**config.mk**
```make
export PLATFORM = sky130hd
export DESIGN_NAME = ifmap_glb_ctrl_flat
export DESIGN_NICKNAME = d
export VERILOG_FILES = /design/src/rtl/ifmap_glb_ctrl_pkg.sv /design/src/rtl/ifmap_glb_ctrl_if.sv /design/src/rtl/ifmap_glb_ctrl_rd_skid.sv /design/src/rtl/ifmap_glb_ctrl.sv /design/src/flat_wrapper.sv
export SDC_FILE = /design/constraint.sdc
export NUM_CORES = 1
export LEC_CHECK = 0
export CORE_UTILIZATION = 30
export CTS_BUF_LIST = sky130_fd_sc_hd__clkbuf_8
export DETAILED_ROUTE_END_ITERATION = 10
export HOLD_SLACK_MARGIN = 0.02
export PLACE_DENSITY_LB_ADDON = 0.08
export RECOVER_POWER = 25
export SLEW_MARGIN = 20
export SYNTH_ARGS = -nofsm -noshare
export SYNTH_HDL_FRONTEND = slang
export SYNTH_SLANG_ARGS = --single-unit
```
**constraint.sdc**
```tcl
create_clock -name core_clk -period 12.2 [get_ports core_clk]
set_clock_uncertainty 0.05 [all_clocks]
set_input_delay 2.44 -clock core_clk [delete_from_list [all_inputs] [get_ports core_clk]]
set_output_delay 2.44 -clock core_clk [all_outputs]
set_load 0.02 [all_outputs]
```
**src/rtl/ifmap_glb_ctrl_pkg.sv**
```systemverilog
// ifmap_glb_ctrl_pkg: shared widths, FSM state type and config record for the ifmap GLB sequencer
package ifmap_glb_ctrl_pkg;
  localparam int FIFO_WIDTH = 64;
  localparam int DATA_WIDTH = 16;
  localparam int DEPTH = 154588;
  localparam int ADDR = $clog2(DEPTH);
  localparam int SKID_DEPTH = 2;
  localparam int WORD_LANES = FIFO_WIDTH / DATA_WIDTH;
  typedef enum logic [1:0] {IDLE, LOAD, STREAM, FINISH} ctrl_state_t;
  typedef struct packed {
    logic [ADDR-1:0] load_base;
    logic [ADDR-1:0] load_words;
    logic [ADDR-1:0] rd_base;
    logic [ADDR-1:0] rd_len;
  } ctrl_cfg_t;
  function automatic logic [ADDR-1:0] word_addr(input logic [ADDR-1:0] base, input logic [ADDR-1:0] idx);
    return base + idx * ADDR'(WORD_LANES);
  endfunction
endpackage

```
**src/rtl/ifmap_glb_ctrl_if.sv**
```systemverilog
// ifmap_glb_ctrl_if: job config, input FIFO, GLB ports A/B, NoC stream and status of the ifmap sequencer
interface ifmap_glb_ctrl_if;
  import ifmap_glb_ctrl_pkg::*;
  logic                  start;
  logic [ADDR-1:0]       cfg_load_base;
  logic [ADDR-1:0]       cfg_load_words;
  logic [ADDR-1:0]       cfg_rd_base;
  logic [ADDR-1:0]       cfg_rd_len;
  logic [FIFO_WIDTH-1:0] fifo_rdata;
  logic                  fifo_empty;
  logic                  fifo_re;
  logic [FIFO_WIDTH-1:0] glb_wdata_a;
  logic                  glb_we_a;
  logic                  glb_re_a;
  logic [ADDR-1:0]       glb_addr_a;
  logic                  glb_re_b;
  logic [ADDR-1:0]       glb_addr_b;
  logic [DATA_WIDTH-1:0] glb_rdata_b;
  logic [DATA_WIDTH-1:0] ifmap_data;
  logic                  ifmap_valid;
  logic                  ifmap_ready;
  logic                  busy;
  logic                  done;
  modport master (
    input  start, cfg_load_base, cfg_load_words, cfg_rd_base, cfg_rd_len,
    input  fifo_rdata, fifo_empty, glb_rdata_b, ifmap_ready,
    output fifo_re, glb_wdata_a, glb_we_a, glb_re_a, glb_addr_a, glb_re_b, glb_addr_b,
    output ifmap_data, ifmap_valid, busy, done
  );
  modport slave (
    output start, cfg_load_base, cfg_load_words, cfg_rd_base, cfg_rd_len,
    output fifo_rdata, fifo_empty, glb_rdata_b, ifmap_ready,
    input  fifo_re, glb_wdata_a, glb_we_a, glb_re_a, glb_addr_a, glb_re_b, glb_addr_b,
    input  ifmap_data, ifmap_valid, busy, done
  );
endinterface

```
**src/rtl/ifmap_glb_ctrl_rd_skid.sv**
```systemverilog
// glb_rd_skid: 2-entry FIFO holding port-B read data until the NoC accepts it
module glb_rd_skid
  import ifmap_glb_ctrl_pkg::*;
(
  input  logic                  clk,
  input  logic                  rst,
  input  logic                  push,
  input  logic                  pop,
  input  logic [DATA_WIDTH-1:0] push_data,
  output logic [DATA_WIDTH-1:0] head,
  output logic [1:0]            count
);
  logic [DATA_WIDTH-1:0] ent0_q, ent0_d, ent1_q, ent1_d;
  logic [1:0] cnt_q, cnt_d, keep;
  // keep = entries surviving this cycle's pop; a push lands right behind them
  always_comb begin
    keep = cnt_q - {1'b0, pop};
    cnt_d = keep + {1'b0, push};
    ent0_d = (pop && cnt_q == 2'd2) ? ent1_q : (push && keep == 2'd0) ? push_data : ent0_q;
    ent1_d = (push && keep == 2'd1) ? push_data : ent1_q;
  end
  always_ff @(posedge clk or posedge rst) begin
    if (rst) begin
      cnt_q <= '0;
      ent0_q <= '0;
      ent1_q <= '0;
    end else begin
      cnt_q <= cnt_d;
      ent0_q <= ent0_d;
      ent1_q <= ent1_d;
    end
  end
  assign head = ent0_q;
  assign count = cnt_q;
endmodule

```
**src/rtl/ifmap_glb_ctrl.sv**
```systemverilog
// ifmap_glb_ctrl: loads FIFO words into GLB port A, then streams a value window from port B to the NoC
module ifmap_glb_ctrl
  import ifmap_glb_ctrl_pkg::*;
(
  input logic core_clk,
  input logic reset,
  ifmap_glb_ctrl_if.master bus
);
  ctrl_state_t state_q, state_d;
  ctrl_cfg_t cfg_q, cfg_d;
  logic [ADDR-1:0] wcnt_q, wcnt_d, rcnt_q, rcnt_d, ocnt_q, ocnt_d;
  logic infl_q, infl_d;
  logic wr, rd, pop;
  logic [1:0] sk_cnt;
  logic [DATA_WIDTH-1:0] sk_head;
  glb_rd_skid u_skid (
    .clk(core_clk),
    .rst(reset),
    .push(infl_q),
    .pop(pop),
    .push_data(bus.glb_rdata_b),
    .head(sk_head),
    .count(sk_cnt)
  );
  // a read may issue whenever post-pop occupancy plus the in-flight read leaves room
  always_comb begin
    state_d = state_q;
    cfg_d = cfg_q;
    wr = state_q == LOAD && !bus.fifo_empty;
    pop = state_q == STREAM && sk_cnt != 2'd0 && bus.ifmap_ready;
    rd = state_q == STREAM && rcnt_q < cfg_q.rd_len &&
         (sk_cnt - {1'b0, pop} + {1'b0, infl_q}) < 2'(SKID_DEPTH);
    infl_d = rd;
    wcnt_d = wcnt_q + ADDR'(wr);
    rcnt_d = rcnt_q + ADDR'(rd);
    ocnt_d = ocnt_q + ADDR'(pop);
    unique case (state_q)
      IDLE: if (bus.start) begin
        cfg_d = '{bus.cfg_load_base, bus.cfg_load_words, bus.cfg_rd_base, bus.cfg_rd_len};
        wcnt_d = '0;
        rcnt_d = '0;
        ocnt_d = '0;
        state_d = bus.cfg_load_words != '0 ? LOAD : bus.cfg_rd_len != '0 ? STREAM : FINISH;
      end
      LOAD: if (wr && wcnt_d == cfg_q.load_words) state_d = cfg_q.rd_len != '0 ? STREAM : FINISH;
      STREAM: if (ocnt_d == cfg_q.rd_len) state_d = FINISH;
      FINISH: state_d = IDLE;
    endcase
  end
  always_ff @(posedge core_clk or posedge reset) begin
    if (reset) begin
      state_q <= IDLE;
      cfg_q <= '0;
      wcnt_q <= '0;
      rcnt_q <= '0;
      ocnt_q <= '0;
      infl_q <= 1'b0;
    end else begin
      state_q <= state_d;
      cfg_q <= cfg_d;
      wcnt_q <= wcnt_d;
      rcnt_q <= rcnt_d;
      ocnt_q <= ocnt_d;
      infl_q <= infl_d;
    end
  end
  assign bus.fifo_re = wr;
  assign bus.glb_we_a = wr;
  assign bus.glb_re_a = 1'b0;
  assign bus.glb_wdata_a = state_q == LOAD ? bus.fifo_rdata : '0;
  assign bus.glb_addr_a = state_q == LOAD ? word_addr(cfg_q.load_base, wcnt_q) : '0;
  assign bus.glb_re_b = rd;
  assign bus.glb_addr_b = rd ? cfg_q.rd_base + rcnt_q : '0;
  assign bus.ifmap_valid = sk_cnt != 2'd0;
  assign bus.ifmap_data = sk_cnt != 2'd0 ? sk_head : '0;
  assign bus.busy = state_q != IDLE;
  assign bus.done = state_q == FINISH;
endmodule

```
**src/flat_wrapper.sv**
```systemverilog
// flat-port wrapper written by rule: the top's interface ports become plain ports
module ifmap_glb_ctrl_flat import ifmap_glb_ctrl_pkg::*;
  (core_clk, reset, bus_start, bus_cfg_load_base, bus_cfg_load_words, bus_cfg_rd_base, bus_cfg_rd_len, bus_fifo_rdata, bus_fifo_empty, bus_glb_rdata_b, bus_ifmap_ready, bus_fifo_re, bus_glb_wdata_a, bus_glb_we_a, bus_glb_re_a, bus_glb_addr_a, bus_glb_re_b, bus_glb_addr_b, bus_ifmap_data, bus_ifmap_valid, bus_busy, bus_done);
  ifmap_glb_ctrl_if bus_i ();
  input logic core_clk;
  input logic reset;
  input wire logic [$bits(bus_i.start)-1:0] bus_start;
  input wire logic [$bits(bus_i.cfg_load_base)-1:0] bus_cfg_load_base;
  input wire logic [$bits(bus_i.cfg_load_words)-1:0] bus_cfg_load_words;
  input wire logic [$bits(bus_i.cfg_rd_base)-1:0] bus_cfg_rd_base;
  input wire logic [$bits(bus_i.cfg_rd_len)-1:0] bus_cfg_rd_len;
  input wire logic [$bits(bus_i.fifo_rdata)-1:0] bus_fifo_rdata;
  input wire logic [$bits(bus_i.fifo_empty)-1:0] bus_fifo_empty;
  input wire logic [$bits(bus_i.glb_rdata_b)-1:0] bus_glb_rdata_b;
  input wire logic [$bits(bus_i.ifmap_ready)-1:0] bus_ifmap_ready;
  output wire logic [$bits(bus_i.fifo_re)-1:0] bus_fifo_re;
  output wire logic [$bits(bus_i.glb_wdata_a)-1:0] bus_glb_wdata_a;
  output wire logic [$bits(bus_i.glb_we_a)-1:0] bus_glb_we_a;
  output wire logic [$bits(bus_i.glb_re_a)-1:0] bus_glb_re_a;
  output wire logic [$bits(bus_i.glb_addr_a)-1:0] bus_glb_addr_a;
  output wire logic [$bits(bus_i.glb_re_b)-1:0] bus_glb_re_b;
  output wire logic [$bits(bus_i.glb_addr_b)-1:0] bus_glb_addr_b;
  output wire logic [$bits(bus_i.ifmap_data)-1:0] bus_ifmap_data;
  output wire logic [$bits(bus_i.ifmap_valid)-1:0] bus_ifmap_valid;
  output wire logic [$bits(bus_i.busy)-1:0] bus_busy;
  output wire logic [$bits(bus_i.done)-1:0] bus_done;
  assign bus_i.start = bus_start;
  assign bus_i.cfg_load_base = bus_cfg_load_base;
  assign bus_i.cfg_load_words = bus_cfg_load_words;
  assign bus_i.cfg_rd_base = bus_cfg_rd_base;
  assign bus_i.cfg_rd_len = bus_cfg_rd_len;
  assign bus_i.fifo_rdata = bus_fifo_rdata;
  assign bus_i.fifo_empty = bus_fifo_empty;
  assign bus_i.glb_rdata_b = bus_glb_rdata_b;
  assign bus_i.ifmap_ready = bus_ifmap_ready;
  assign bus_fifo_re = bus_i.fifo_re;
  assign bus_glb_wdata_a = bus_i.glb_wdata_a;
  assign bus_glb_we_a = bus_i.glb_we_a;
  assign bus_glb_re_a = bus_i.glb_re_a;
  assign bus_glb_addr_a = bus_i.glb_addr_a;
  assign bus_glb_re_b = bus_i.glb_re_b;
  assign bus_glb_addr_b = bus_i.glb_addr_b;
  assign bus_ifmap_data = bus_i.ifmap_data;
  assign bus_ifmap_valid = bus_i.ifmap_valid;
  assign bus_busy = bus_i.busy;
  assign bus_done = bus_i.done;
  ifmap_glb_ctrl u_core (.core_clk(core_clk), .reset(reset), .bus(bus_i));
endmodule
```
Word level (Yosys, flattened, before mapping)
Index checks and enable logic that the tools add are counted.
{ "op_classes": {"n_addsub": 7, "mul": 0, "div": 0, "n_lt_le_gt_ge": 2, "n_eq_ne": 10, "n_shift": 0, "mux": 19, "n_bitwise": 0, "reduce_logical": 20} }
{ "ops": {"columns": ["op", "count"], "rows": [
  ["18-bit 2-to-1 mux", 8],
  ["64-bit 2-to-1 mux", 1],
  ["18-bit by 1-bit adder with 18-bit output", 3],
  ["18-bit nonzero test", 3],
  ["16-bit 2-to-1 mux", 3],
  ["18-bit adder", 2],
  ["18-bit equality test", 2],
  ["18-bit < comparator", 1],
  ["1-bit logical AND", 9],
  ["2-bit 2-to-1 mux", 4],
  ["2-bit one-hot mux with 4 select lines", 1],
  ["2-bit equality test, second input constant", 3],
  ["2-bit != test, second input constant", 3],
  ["2-bit nonzero test", 3],
  ["2-bit by 1-bit equality test with 1-bit output, second input constant", 2],
  ["2-bit logical NOT", 2],
  ["3-bit AND reduction", 1],
  ["2-bit by 1-bit adder with 2-bit output", 1],
  ["2-bit < comparator, second input constant", 1],
  ["1-bit 2-to-1 mux", 2],
  ["2-bit AND reduction", 1],
  ["2-bit by 1-bit subtractor with 2-bit output", 1],
  ["1-bit logical NOT", 1]
]} }
{ "word_totals": {"regBits": 163, "latchBits": 0, "ramBits": 0, "rom_bits": 0, "word_cells": 70, "mem_count": 0} }

Logic depth before layout (Yosys ltp)
Gate-level depths: netlist of run 1.
{ "logic_depth": {"depth_word": 10, "depth_mapped": 18, "depth_no_buf": 16} }

By module
Synthesis of run 1 repeated with hierarchy kept, for this count alone.
{ "unflattened": {"hier_cells": 1193, "area_unflattened_um2": 10777.8} }
{ "by_module_without_submodules": {"columns": ["mod", "instances", "cells_per_inst", "area_per_inst_um2", "seq_area_each_um2"], "rows": [
  ["ifmap_glb_ctrl", 1, 1096, 9187.6, 3228.1],
  ["glb_rd_skid", 1, 97, 1590.3, 850.8]
]} }

Worst setup path before layout of run 1
OpenSTA, ideal clock, no wires.
{ "synth_path": {"path_type": "in2out", "from": "in bus_ifmap_ready", "to": "out bus_glb_addr_b[10]", "arrival_time_ns": 4.593, "path_slack_ns": 5.117, "cell_stages": 10, "n_path_buf": 1, "cell_sequence": "and3_1 > ha_1 > inv_1 > ha_1 > xnor2_1 > nor4b_1 > o21ai_0 > a21oi_1 > clkbuf_1 > and2_1"} }
{ "synth_between": {"elab_chain_cells": 6} }
{ "synth_lines": {"columns": ["element", "line_no", "source"], "rows": [
  ["start: declaration", "flat_wrapper.sv:15", "input wire logic [$bits(bus_i.ifmap_ready)-1:0] bus_ifmap_ready;"],
  ["1-bit logical AND", "ifmap_glb_ctrl.sv:30", "pop = state_q == STREAM && sk_cnt != 2'd0 && bus.ifmap_ready;"],
  ["2-bit by 1-bit subtractor with 2-bit output", null, null],
  ["2-bit by 1-bit adder with 2-bit output", null, null],
  ["via u_core.u_skid.cnt_d[1]", "ifmap_glb_ctrl_rd_skid.sv:14", "logic [1:0] cnt_q, cnt_d, keep;"],
  ["2-bit < comparator", "ifmap_glb_ctrl.sv:32", "(sk_cnt - {1'b0, pop} + {1'b0, infl_q}) < 2'(SKID_DEPTH);"],
  ["1-bit logical AND", "ifmap_glb_ctrl.sv:31", "rd = state_q == STREAM && rcnt_q < cfg_q.rd_len &&"],
  ["via bus_glb_re_b", "flat_wrapper.sv:21", "output wire logic [$bits(bus_i.glb_re_b)-1:0] bus_glb_re_b;"],
  ["18-bit 2-to-1 mux", "ifmap_glb_ctrl.sv:73", "assign bus.glb_addr_b = rd ? cfg_q.rd_base + rcnt_q : '0;"],
  ["end: declaration", "flat_wrapper.sv:22", "output wire logic [$bits(bus_i.glb_addr_b)-1:0] bus_glb_addr_b;"]
]} }
The timed path passes the listed nets, and every way through them passes these cells.

Worst setup path in the final report of run 1
{ "layout_path": {"from": "in bus_ifmap_ready", "to": "out bus_glb_addr_b[8]"} }
{ "layout_between": {"elab_chain_cells": 6} }
{ "layout_lines": {"columns": ["element", "line_no"], "rows": [
  ["1-bit logical AND", "ifmap_glb_ctrl.sv:30"],
  ["2-bit by 1-bit subtractor with 2-bit output", null],
  ["2-bit by 1-bit adder with 2-bit output", null],
  ["via u_core.u_skid.cnt_d[1]", "ifmap_glb_ctrl_rd_skid.sv:14"],
  ["2-bit < comparator", "ifmap_glb_ctrl.sv:32"],
  ["1-bit logical AND", "ifmap_glb_ctrl.sv:31"],
  ["18-bit 2-to-1 mux", "ifmap_glb_ctrl.sv:73"]
]} }
The timed path passes the listed nets, and every way through them passes these cells.

==> results of run 1 <==
==> worst register-to-register path, cell delays in order, from the launching register on <==
cell and delay, ns:
dfrtp_1 0.40, inv_1 0.13, ha_2 0.46, nor2b_1 0.56, ha_1 0.33, ha_1 0.20, nand3_1 0.38, or4_1 0.70
xnor2_1 0.17, a311oi_1 0.29, nand4_1 0.14, nor4_1 0.34, o21ai_1 0.15, mux2i_1 0.15
==> cell families (layout without fill, tap and decap cells) <==
logic type	after synthesis	count (layout)	synth area share (%)
and+or+nand+nor	592	592	28.0
DFF	163	163	39.0
AOI/OAI and AO/OA	158	158	9.56
xor gates and xnor gates	98	98	8.62
buffers and inverters	89	350	3.47
adders and majority gates	64	64	7.81
muxes	34	34	3.45
other	1	2	0.0359
==> worst paths after layout <==
kind / cells after the start / end / from / slack (ns)
worst min register to register: 2 / u_core.cfg_q[54]$_DFFE_PP0P_ / u_core.cfg_q[54]$_DFFE_PP0P_ / 0.43
worst min-delay path: 2 / u_core.cfg_q[54]$_DFFE_PP0P_ / u_core.cfg_q[54]$_DFFE_PP0P_ / 0.43
min in group asynchronous: 2 / u_core.u_skid.head[13]$_DFFE_PP0P_ / reset / 2.99
max in group asynchronous: 3 / u_core.cfg_q[65]$_DFFE_PP0P_ / reset / 5.31
worst max register to register: 13 / u_core.state_q[0]$_DFFE_PP0P_ / u_core.state_q[1]$_DFFE_PP0P_ / 7.61
worst max-delay path: 12 / bus_glb_addr_b[8] / bus_ifmap_ready / 4.14
==> cell type report <==
| cell class | instances | area [um2] | area share [%] |
|---|---|---|---|
| Antenna cell | 1 | 2.50 | 0.0179 |
| Clock inverter | 13 | 103 | 0.734 |
| Sequential cell | 163 | 4080 | 29.2 |
| Multi-Input combinational cell | 947 | 6020 | 43.0 |
| Tap cell | 448 | 561 | 4.01 |
| Inverter | 33 | 125 | 0.895 |
| Clock buffer | 19 | 262 | 1.87 |
| Timing Repair Buffer | 285 | 2830 | 20.3 |
==> state kept, by name (all words and copies together) (netlist names) <==
signal and flops:
u_core.infl_q 1, u_core.u_skid.count 2, u_core.cfg_q 72, u_core.u_skid.ent1_q 16
u_core.wcnt_q 18, u_core.state_q 2, u_core.u_skid.head 16, u_core.rcnt_q 18
u_core.ocnt_q 18
==> power breakdown <==
group	switching, uW	leakage [uW]	total [uW]	internal, uW
Combinational	746	0.00398	1400	654
Sequential	142	0.00209	865	723
Clock	225	0.000178	380	155
Total	1110	0.00625	2650	1530
==> routing by layer <==
metal / vias up / wire [um] / global-route usage, %
li1: 4576 / - / -
met1: 4217 / 14300 / 22.4
met2: 243 / 14600 / 29.8
met3: 14 / 1940 / 4.82
met4: 2 / 195 / 3.07
met5: - / 17 / 0
==> cell usage in the layout, fill, tap and decap left out, drive strengths merged, types with 25 or more instances in the layout <==
master           n
a21oi           45
and2           109
dfrtp          163
clkdlybuf4s50  275
nand2          217
o21ai           47
nor2            96
ha              62
nor2b           25
xor2            39
xnor2           56
inv             37
nand3           34
==> through the flow <==
step | util, % | setup WS [ns]
floorplan | - | 5.12
global placement | 40.2 | 4.31
detailed placement | 40.2 | 4.22
CTS | 41.3 | 4.19
global route | 41.3 | 3.86
finish | 41.3 | 4.14
==> synthesized netlist by cell type (3+ instances only) <==
cell	count
nor3_1	19
or4_1	4
o21bai_1	3
o221ai_1	3
a21oi_1	45
o41ai_1	4
buf_4	4
and2_1	109
inv_1	33
xor2_1	39
nand2b_1	5
nor2_1	96
ha_1	62
mux2_2	16
o21a_1	4
a31oi_1	9
a21o_1	11
o2111ai_1	3
nand3_1	33
a211oi_1	4
buf_1	3
nand2_1	217
xnor2_1	56
mux2i_1	18
nor4_1	20
or3_1	13
and4_1	6
dfrtp_1	163
buf_2	4
clkbuf_1	43
nor2b_1	25
and3_1	9
o211ai_1	8
nand4_1	20
o21ai_0	46
==> qor.txt, run 1 <==
Fillcell total: 3,443
CTS tree: yes
Worst IR Drop VDD: 87.8 uV
Die area: 35,600 um2
Share of post-route cells with drive strength above 1: 4.73%
Synth area leader: dfrtp_1
Clk slew on worst S/H paths: 0.10 ns
Post-synth EDFFs: 0
Total CTS buffers: 17
Status: complete, but fails checks
Slowest cell on crit path: clkdlybuf4s50_1
CP Capture Type: primary output
Routed len/inst: 16.3 um
HP Class: flop to flop
Drt drc: 0
Setup TNS: 0 ns
Failing checks: max-capacitance violations, max-slew violations
DR vias: 9,052
Max Clock Freq: 124 MHz
Cell variety after synth: 68
Congestion Overflow GR: 0
Hold WS: 0.429 ns
Fin cells: 1,909
Fin crit period: 8.06 ns
Slew Limit Fails: 172
Cts repair resizes: 0
IO Pins: 280
Sequential fraction of the synthesis area: 39.0%
Max Cap Viol: 3
PD cells: 189 nW/um2
CP startpoint kind: primary input
Worst Path Required: 9.71 ns
Worst path most repeated cell: ha_1
Crit path buf inv count: 4
HPWL Detailed: 23,100 um
Unrepaired setup endpoints after global routing: false
Fin crit share: 66.1%
Clk Latency, worst-skew pair: 0.47 ns
Synth Flop Type: dfrtp_1
Pleak: 0.00625 uW
CP top delay family: buffers and inverters
CP Cell Sequence: dlygate4sd3_1, and3_1, ha_1, inv_1, ha_1, xnor2_1, nor4b_1, o21ai_0, a21oi_1, buf_4, and3b_1, clkdlybuf4s50_1
Die X: 189 um
Synth top area share: 39.0%
Synth top area cells: dfrtp_1 (39%), nand2_1 (7.8%), ha_1 (7.4%)
Hold Fails Final Rpt: 0
Total Power: 2650 uW
Final Instance Area: 14,000 um2
Synth Instances: 1,199
Root Buffer Master: clkbuf_8
Max stage delay on crit path: 0.60 ns
#FFs+latches synth: 163
# setup viols final: 0
Avg Cell Area, Syn: 8.71 um2
Pre-Repair DR Iteration Count: 4
Area after DPL: 13,600 um2
Clock sink count: 163
Clock H-tree levels: 4
Final net count: 1,668
Mean number of vias per cell: 4.74
Number of buffers added for setup after CTS: 0
First-pass GRT wire length: 49,400 um
Placer Congestion: 0.801
Number of buffers inserted by port buffering: 278
DRT Wirelength: 31,000 um
Yosys warns: 0
Largest net degree at the start of global routing: 82
Syn-to-layout area delta: 33.8%
Initial antenna violation count: 3
Syn Nets: 1,420
Initial core utilization: 30.9%
Vias in the first global route: 8,882
Post-detailed-route count of antenna-violating nets: 0
Setup CP Type: primary input to primary output
# rows: 67
Die H: 189 um
Post-synthesis cell area: 10,400 um2
Hold_buf cts: 0
Crit-path max FO: 21
Slew margin rel.: -113%
Total Routing Usage GR: 17.6%
Ys async rst share: 100%
Clk buf depth: 2
Area of the core: 33,900 um2
CP Data Arrival Time: 5.57 ns
DR iter-0 viols: 403
Worst Tran Pin Value: 3.20 ns
Inst Count DP: 1,876
Power figures use the tool's default switching activity.
==> run 2, diff against run 1 <==
clock period = 6.6 ns   (was 12.2 ns; I/O delays follow)
==> qor.txt, run 2 (synthesized netlist as in run 1, its figures left out) <==
# rows: 67
Total CTS buffers: 17
Final net count: 1,670
Fin crit period: 5.80 ns
Worst IR Drop VDD: 157 uV
Clock H-tree levels: 4
Comb pwr share: 53.2%
Clk slew on worst S/H paths: 0.10 ns
Switching Share: 42.2%
IO Pins: 280
Routed len/inst: 16.3 um
Final Instance Area: 14,000 um2
Power Internal: 2820 uW
CP startpoint kind: primary input
Clock sink count: 163
Congestion Overflow GR: 0
Most common cell after layout, fill and taps aside: clkdlybuf4s50_1
Slew margin rel.: -94.7%
Share of post-route cells with drive strength above 1: 4.86%
Failing checks: max-capacitance violations, max-slew violations
Clk Latency, worst-skew pair: 0.47 ns
Max Cap Viol: 2
Max Clock Freq: 172 MHz
DR vias: 9,104
Number of buffers added for setup after CTS: 0
# setup viols final: 0
Most frequent cells in the layout: clkdlybuf4s50_1 (275), nand2_1 (217), dfrtp_1 (163), and2_1 (104), nor2_1 (96)
Vias in the first global route: 8,949
Worst Tran Pin Value: 2.90 ns
Crit. Startpoint: bus_ifmap_ready
Worst Path Required: 5.23 ns
DRT Wirelength: 31,100 um
Fin crit share: 87.9%
Setup CP Type: primary input to primary output
Root Buffer Master: clkbuf_8
Clk buf depth: 2
Setup TNS: 0 ns
Die X: 189 um
Pre-Repair DR Iteration Count: 4
Part of the power in registers: 32.7%
Number of buffers inserted by port buffering: 278
Critical R2R Launch: u_core.state_q[1]$_DFFE_PP0P_
Hold wc startpoint: u_core.cfg_q[55]$_DFFE_PP0P_
Biggest register: u_core.cfg_q
Syn-to-layout area delta: 33.9%
Area after DPL: 13,600 um2
Final Core Density: 41.3%
Hold_buf cts: 0
Slew Limit Fails: 127
First-pass GRT wire length: 49,700 um
CP Data Arrival Time: 4.43 ns
Clock Power Share: 14.1%
Largest net degree at the start of global routing: 80
Placer Congestion: 0.834
Initial antenna violation count: 3
Mean number of vias per cell: 4.76
HP Class: flop to flop
Crit-path max FO: 21
Total Routing Usage GR: 17.7%
Status: complete, but fails checks
Drt drc: 0
HPWL Detailed: 23,300 um
CTS tree: yes
Initial core utilization: 30.9%
Sw power: 2060 uW
Hold WS: 0.425 ns
Die H: 189 um
Area of the core: 33,900 um2
Pleak: 0.00626 uW
Max FFs per register: 72
Unrepaired setup endpoints after global routing: false
PD cells: 349 nW/um2
Post-detailed-route count of antenna-violating nets: 0
Die area: 35,600 um2
CP Capture Type: primary output
DR iter-0 viols: 392
Hold Fails Final Rpt: 0
Cts repair resizes: 0
[run 2: path summary, 6_finish.rpt]
path,end,slack [ns],cells after the start
worst max-delay path,bus_glb_addr_b[8],0.80,12
worst min-delay path,u_core.cfg_q[55]$_DFFE_PP0P_,0.43,2
max in group asynchronous,u_core.cfg_q[9]$_DFFE_PP0P_,2.15,3
worst max register to register,u_core.state_q[0]$_DFFE_PP0P_,2.36,13
min in group asynchronous,u_core.u_skid.head[13]$_DFFE_PP0P_,2.05,2
worst min register to register,u_core.cfg_q[55]$_DFFE_PP0P_,0.43,2
[run 2: layout make-up]
cell class	instances	area [um2]
Fill cell	3431	19900
Multi-Input combinational cell	947	6020
Sequential cell	163	4080
Timing Repair Buffer	287	2850
Tap cell	448	561
Clock buffer	18	248
Inverter	33	125
Clock inverter	14	108
Antenna cell	3	7.51
[run 2: layer usage]
| metal | global-route usage, % | share of wire [%] | vias to the layer above | wire (um) |
|---|---|---|---|---|
| met4 | 3.50 | 0.81 | 2 | 252 |
| met5 | 0 | 0.035 | - | 11 |
| met3 | 4.66 | 6.3 | 18 | 1970 |
| li1 | - | - | 4599 | - |
| met2 | 30.1 | 48 | 250 | 14800 |
| met1 | 22.4 | 45 | 4235 | 14100 |
[run 2: power by group through the flow]
stage               Combinational, uW  Sequential [uW]  Clock, uW
CTS                              2650             1600        718
global placement                 2620             1610          0
detailed placement               2640             1620          0
floorplan                        1650             1530          0
global route                     2890             1650        755
finish                           2600             1600        687
[run 2: worst max-delay path: stages]
cell	delay, ns
dlygate4sd3_1	0.56
and3_1	0.18
ha_1	0.31
inv_1	0.06
ha_1	0.18
xnor2_1	0.19
nor4b_1	0.30
o21ai_0	0.12
a21oi_1	0.13
buf_4	0.25
and3b_1	0.21
clkdlybuf4s50_1	0.60
[run 2: stage by stage]
stage	total power (uW)	worst slack, ns	cells
2_1_floorplan	3180	0.825	1199
5_1_grt	5290	0.561	1910
6_report	4890	0.797	1913
4_1_cts	4970	0.873	1910
3_5_place_dp	4260	0.907	1878
3_3_place_gp	4240	0.961	1878
